--- config.mk ---
export PLATFORM = sky130hd
export DESIGN_NAME = fht_stage_ctrl
export DESIGN_NICKNAME = d
export VERILOG_FILES = /design/src/rtl/fht_pkg.sv /design/src/rtl/fht_dly_line.sv /design/src/rtl/fht_stage_ctrl.sv
export SDC_FILE = /design/constraint.sdc
export NUM_CORES = 1
export LEC_CHECK = 0
export BUFFER_PORTS_ARGS = -buffer_cell sky130_fd_sc_hd__buf_2
export CORE_MARGIN = 8
export CORE_UTILIZATION = 50
export DETAILED_ROUTE_END_ITERATION = 7
export PLACE_DENSITY = 0.7
export SLEW_MARGIN = 20
export SYNTH_ARGS = -nofsm -noshare
export SYNTH_HDL_FRONTEND = slang
export SYNTH_SLANG_ARGS = --single-unit
--- constraint.sdc ---
create_clock -name iCLK -period 8.1 [get_ports iCLK]
set_input_delay 1.62 -clock iCLK [delete_from_list [all_inputs] [get_ports iCLK]]
set_output_delay 1.62 -clock iCLK [all_outputs]
set_load 0.02 [all_outputs]
--- src/rtl/fht_pkg.sv ---
// Shared constants and state encoding for the FHT stage sequencer.
// Imported by the controller and its delay line.
package fht_pkg;

   localparam int N_BIT_DEF    = 11;
   localparam int A_BIT_DEF    = N_BIT_DEF - 2;
   localparam int PIPE_LAT_DEF = 4;
   localparam int N_STAGE_DEF  = N_BIT_DEF;

   typedef enum logic [1:0] {
      IDLE  = 2'd0,
      READ  = 2'd1,
      DRAIN = 2'd2,
      DONE  = 2'd3
   } fht_state_t;

endpackage

--- src/rtl/fht_dly_line.sv ---
// Fixed-depth register delay line with asynchronous active-low clear.
// Carries the write enable/address and the subsector flag.
module fht_dly_line
   import fht_pkg::*;
#(
   parameter int WIDTH = 1,
   parameter int DEPTH = 1
) (
   input  logic             clk,
   input  logic             rst_n,
   input  logic [WIDTH-1:0] din,
   output logic [WIDTH-1:0] dout
);

   logic [WIDTH-1:0] sr [DEPTH];

   always_ff @(posedge clk or negedge rst_n) begin
      if (!rst_n) begin
         for (int i = 0; i < DEPTH; i++) sr[i] <= '0;
      end else begin
         sr[0] <= din;
         for (int i = 1; i < DEPTH; i++) sr[i] <= sr[i-1];
      end
   end

   assign dout = sr[DEPTH-1];

endmodule

--- src/rtl/fht_stage_ctrl.sv ---
// Stage/sector sequencer for the in-place FHT engine: bank addressing,
// butterfly control flags and twiddle ROM address.
module fht_stage_ctrl
   import fht_pkg::*;
#(
   parameter int N_BIT    = N_BIT_DEF,
   parameter int A_BIT    = N_BIT - 2,
   parameter int SEC_BIT  = 9,
   parameter int ST_BIT   = 4,
   parameter int PIPE_LAT = PIPE_LAT_DEF
) (
   input  logic               iCLK,
   input  logic               iRESET,
   input  logic               iSTART,
   output logic               oBUSY,
   output logic               oDONE,
   output logic               oRD_EN,
   output logic [A_BIT-1:0]   oRD_ADDR,
   output logic               oWR_EN,
   output logic [A_BIT-1:0]   oWR_ADDR,
   output logic [ST_BIT-1:0]  oSTAGE,
   output logic               oST_ZERO,
   output logic               oST_LAST,
   output logic               o2ND_PART_SUBSEC,
   output logic [SEC_BIT-1:0] oSECTOR,
   output logic [A_BIT-1:0]   oTW_ADDR
);

   localparam int DW = $clog2(PIPE_LAT);
   localparam logic [ST_BIT-1:0] LAST_ST = ST_BIT'(N_BIT - 1);
   localparam logic [ST_BIT-1:0] A_ST    = ST_BIT'(A_BIT);
   localparam logic [A_BIT-1:0]  CNT_MAX = '1;
   localparam logic [DW-1:0]     DRN_MAX = DW'(PIPE_LAT - 1);

   fht_state_t        state, state_n;
   logic [A_BIT-1:0]  rd_cnt, rd_cnt_n;
   logic [ST_BIT-1:0] stage, stage_n;
   logic [DW-1:0]     drn_cnt, drn_cnt_n;

   logic               busy_n, rd_en_n, done_n;
   logic [ST_BIT-1:0]  m_n;
   logic [A_BIT-1:0]   sec_full, tw_mask, tw_n, sub_sh;
   logic [SEC_BIT-1:0] sec_n;
   logic               sub_raw_n, sub_raw;
   logic [A_BIT:0]     wr_bus;

   always_comb begin
      state_n   = state;
      rd_cnt_n  = rd_cnt;
      stage_n   = stage;
      drn_cnt_n = drn_cnt;
      unique case (state)
         IDLE: begin
            if (iSTART) begin
               state_n  = READ;
               stage_n  = '0;
               rd_cnt_n = '0;
            end
         end
         READ: begin
            rd_cnt_n = rd_cnt + 1'b1;
            if (rd_cnt == CNT_MAX) begin
               state_n   = DRAIN;
               drn_cnt_n = '0;
            end
         end
         DRAIN: begin
            drn_cnt_n = drn_cnt + 1'b1;
            if (drn_cnt == DRN_MAX) begin
               if (stage == LAST_ST) begin
                  state_n = DONE;
               end else begin
                  state_n = READ;
                  stage_n = stage + 1'b1;
               end
            end
         end
         DONE: begin
            state_n = IDLE;
            stage_n = '0;
         end
         default: state_n = IDLE;
      endcase
   end

   // Outputs are computed from next-state values so they can be registered
   // without adding a cycle of latency.
   always_comb begin
      busy_n    = (state_n == READ) || (state_n == DRAIN);
      rd_en_n   = (state_n == READ);
      done_n    = (state_n == DONE);
      m_n       = (stage_n < A_ST) ? stage_n : A_ST;
      sec_full  = rd_cnt_n >> m_n;
      sec_n     = SEC_BIT'(sec_full);
      tw_mask   = ~(CNT_MAX << m_n);
      tw_n      = rd_en_n ? ((rd_cnt_n & tw_mask) << (A_ST - m_n)) : '0;
      sub_sh    = '0;
      sub_raw_n = 1'b0;
      if ((stage_n != '0) && (stage_n <= A_ST)) begin
         sub_sh    = rd_cnt_n >> (stage_n - 1'b1);
         sub_raw_n = sub_sh[0];
      end
   end

   always_ff @(posedge iCLK or negedge iRESET) begin
      if (!iRESET) begin
         state    <= IDLE;
         rd_cnt   <= '0;
         stage    <= '0;
         drn_cnt  <= '0;
         oBUSY    <= 1'b0;
         oDONE    <= 1'b0;
         oRD_EN   <= 1'b0;
         oRD_ADDR <= '0;
         oSTAGE   <= '0;
         oST_ZERO <= 1'b0;
         oST_LAST <= 1'b0;
         oSECTOR  <= '0;
         oTW_ADDR <= '0;
         sub_raw  <= 1'b0;
      end else begin
         state    <= state_n;
         rd_cnt   <= rd_cnt_n;
         stage    <= stage_n;
         drn_cnt  <= drn_cnt_n;
         oBUSY    <= busy_n;
         oDONE    <= done_n;
         oRD_EN   <= rd_en_n;
         oRD_ADDR <= rd_en_n ? rd_cnt_n : '0;
         oSTAGE   <= busy_n ? stage_n : '0;
         oST_ZERO <= busy_n && (stage_n == '0);
         oST_LAST <= busy_n && (stage_n == LAST_ST);
         oSECTOR  <= sec_n;
         oTW_ADDR <= tw_n;
         sub_raw  <= sub_raw_n;
      end
   end

   fht_dly_line #(
      .WIDTH (A_BIT + 1),
      .DEPTH (PIPE_LAT)
   ) u_wr_dly (
      .clk   (iCLK),
      .rst_n (iRESET),
      .din   ({oRD_EN, oRD_ADDR}),
      .dout  (wr_bus)
   );

   assign {oWR_EN, oWR_ADDR} = wr_bus;

   // One cycle shorter: the flag must be ready at the mixer-load edge.
   fht_dly_line #(
      .WIDTH (1),
      .DEPTH (PIPE_LAT - 1)
   ) u_sub_dly (
      .clk   (iCLK),
      .rst_n (iRESET),
      .din   (sub_raw),
      .dout  (o2ND_PART_SUBSEC)
   );

endmodule

==> flow_summary.toml <==
[clock_tree]
clock_path_buffers = 2
clk_latency_ps = 360
ctsHoldBuffers = 0
cts_setup_buffers = 0
cts-root-buf = "clkbuf_8"
clk_pin_slew_ps = 100
cts_resized = 0
htreeDepth = 3
cts_tree = "built"
cts_made_buffers = 9
cts_sinks = 97

[timing]
setup_tns_ps = 0
fmax_mhz = 191
fin_skew_ps = 12.3
worst_slew_pin_slew_ps = 1010
slew_violations = 0
hold_viol = 0
rsz0062_at_grt = "false"
post-route-min-period_ps = 5240
slew_headroom_pct = 32.9
finalWorstSetupSlack_ps = 2860
timing.final.crit_share_pct = 64.7
finalSetupViolCount = 0

[yosys]
ys_types = 62
yosysSeqAreaShare_pct = 60.6
avgSynthCellArea_um2 = 12.2
synthesis.nets = 345
syn_area_mm2 = 0.00400
synthTopCellsByArea = "dfrtp_1 (61%), ha_1 (4.4%), mux2i_1 (2.8%), mux2_2 (2.3%), nor2_1 (2.3%)"
syn_inst = 328
synth_ff_type = "dfrtp_1"
synth_seq_cells = 97
synth_top_area_share_pct = 60.6
synthArstFlopShare_pct = 100
yosysTopAreaCell = "dfrtp_1"
yosysWarnings = 0
synth_edf_count = 0

[global_routing]
grt_max_degree = 71
grt_pass1_wl_um = 13900
grt-ovfl-total = 0
antenna_found_initial = 0
first_global_vias = 2682
gr-usage-all-layers_pct = 15.6

[setup_path]
criticalPathCategory = "primary input to register"
critPathLaunch = "iSTART"
cp-end-kind = "register"
r2r-start = "state[0]"
max_stage_delay_ps = 610
worstPathMaxFanout = 15
arrival_ps = 5510
path_cells = "buf_2 -> nor2b_1 -> nor2_1 -> a2bb2oi_2 -> ha_1 -> o41a_1 -> a21boi_0 -> o21ai_1 -> buf_4 -> inv_1 -> ha_1 -> nor3_1 -> a2111oi_0 -> a31oi_1 -> nand2b_1 -> a221oi_1"
cp_slowest_cell = "a2111oi_0"
crit_top_cell = "ha_1"
r2r_cells = 14
r2r_end = "oTW_ADDR[6]"
r2r_slack_ps = 3570
required_ps = 8370
start_kind = "primary input"

[floorplanning]
ios = 50
num_rows = 32
die_w_um = 105
initial_utilization_pct = 51.8
dieArea_mm2 = 0.0111
design.core.area_mm2 = 0.00773
die_y_um = 105

[finish]
fill_cells = 633
final_common_cell = "dfrtp_1"
layout_common_cells = "dfrtp_1 (97), buf_2 (48), nor2_1 (24)"
area_delta_synth_final_pct = 12.2
seqCellArea_mm2 = 0.00243
layout-drive-gt1-share_pct = 23.1
diodes = 0
final_nets = 389
multi_input_area_mm2 = 0.00141

[detailed_routing]
drt-initial-drc-count = 214
drc = 0
drtAntennaViolNets = 0
detail_route.wl_per_cell_um = 17.2
drt_wl_total_um = 8260
dr.pass1.iters = 4
viasPerCell = 5.52
num_vias = 2645

[placed_design]
hpwl_um = 5800
portBuffers = 49
dp_slack_ps = 2120
gp_congestion = 0.898

[hold_path]
hold-path-endpoint = "u_wr_dly.sr[27]"
whs_path_depth = 0
hold_start = "u_wr_dly.sr[37]"
hp-class = "register to register"

[run]
maxCapViolCount = 0

[power]
p_int_mw = 0.608
p_sw_mw = 0.195
swShare_pct = 24.3
p_per_area_mw_per_mm2 = 179
p_leak_nw = 2.07
vdd_drop_max_v = 0.0000722
p_clk_share_pct = 38.5
p_seq_share_pct = 60.3
pwr-share-comb_pct = 1.2

[status]
status = "finished clean"
## cell usage after synthesis, drive strengths merged, types with 2 or more instances
cell      n
dfrtp    97
nand2    24
nor2     24
inv      15
ha       14
buf      13
mux2i    11
a21oi    10
and2     10
o21ai     9
mux2      8
nand3     8
a22oi     6
clkbuf    5
nor2b     5
a31oi     4
and3      4
nor3      4
o22ai     4
nand2b    3
nand4     3
o211ai    3
or3b      3
a211oi    2
a21o      2
a221oi    2
clkinv    2
mux4      2
o2bb2ai   2
o311a     2
o311ai    2
o32ai     2
xnor2     2
## power groups by stage
stage / logic, mW / registers (mW) / clock network [mW]
CTS: 0.0106 / 0.484 / 0.321
global route: 0.0121 / 0.484 / 0.340
detailed placement: 0.0106 / 0.493 / 0
finish: 0.00982 / 0.484 / 0.309
global placement: 0.0104 / 0.493 / 0
floorplan: 0.000124 / 0.494 / 0
## flip-flops by register name, indices dropped and copies added (netlist names)
signal          count
u_wr_dly.sr        30
u_wr_dly.dout      10
oRD_ADDR            9
oSECTOR             9
oTW_ADDR            9
rd_cnt              9
oSTAGE              4
stage               4
drn_cnt             2
state               2
u_sub_dly.sr        2
oBUSY               1
oDONE               1
oRD_EN              1
oST_LAST            1
oST_ZERO            1
sub_raw             1
u_sub_dly.dout      1
## metal layers
layer | GRT usage, % | part of all wire (%) | vias to the layer above
li1 | - | - | 1243
met1 | 19.8 | 45 | 1314
met2 | 24.8 | 47 | 73
met3 | 4.20 | 5.2 | 15
met4 | 6.52 | 1.9 | 0
met5 | 0 | 0 | -
## worst max path at each step
stage	slack (ps)	endpoint
6_report	2860	oTW_ADDR[6]
5_1_grt	2680	oTW_ADDR[6]
4_1_cts	2510	oTW_ADDR[6]
3_5_place_dp	2120	oTW_ADDR[6]
3_3_place_gp	2420	oTW_ADDR[6]
2_1_floorplan	3250	oTW_ADDR[8]
## per-stage QoR
stage	utilization [%]	total power [mW]	hold WS [ps]	area, um^2	cells
after floorplan	-	0.494	331	4000	328
after global placement	55.4	0.504	333	4280	463
after detailed placement	55.4	0.504	335	4280	463
after CTS	58.1	0.816	357	4490	479
after global routing	58.2	0.836	362	4490	479
final	58.2	0.803	350	4490	479
## cell type report
type	instances	share of cell area [%]
clock buffer	9	2.76
clock inverter	7	1.81
inverter	17	1.48
multi-input combinational	196	31.3
sequential	97	54.0
tap	102	2.84
timing repair buffer	51	5.85
## worst max-delay path: cells and delay by family
family | cells | cell delay (ps)
compound gates | 7 | 2270
simple gates | 4 | 620
buf+inv | 3 | 500
fa+ha+maj | 2 | 500
## cell families (layout without fill, tap and decap cells)
family,count (synthesis),count (layout),synth area share (%)
buffers and inverters,35,84,4.44
AND/OR/NAND/NOR,96,96,12.4
multiplexers,21,21,6.22
flip-flops,97,97,60.6
XOR/XNOR,2,2,0.438
adder cells (fa/ha/maj),14,14,4.38
AO/OA/AOI/OAI,63,63,11.5
Note: power is estimated with default switching activity, not from simulation.
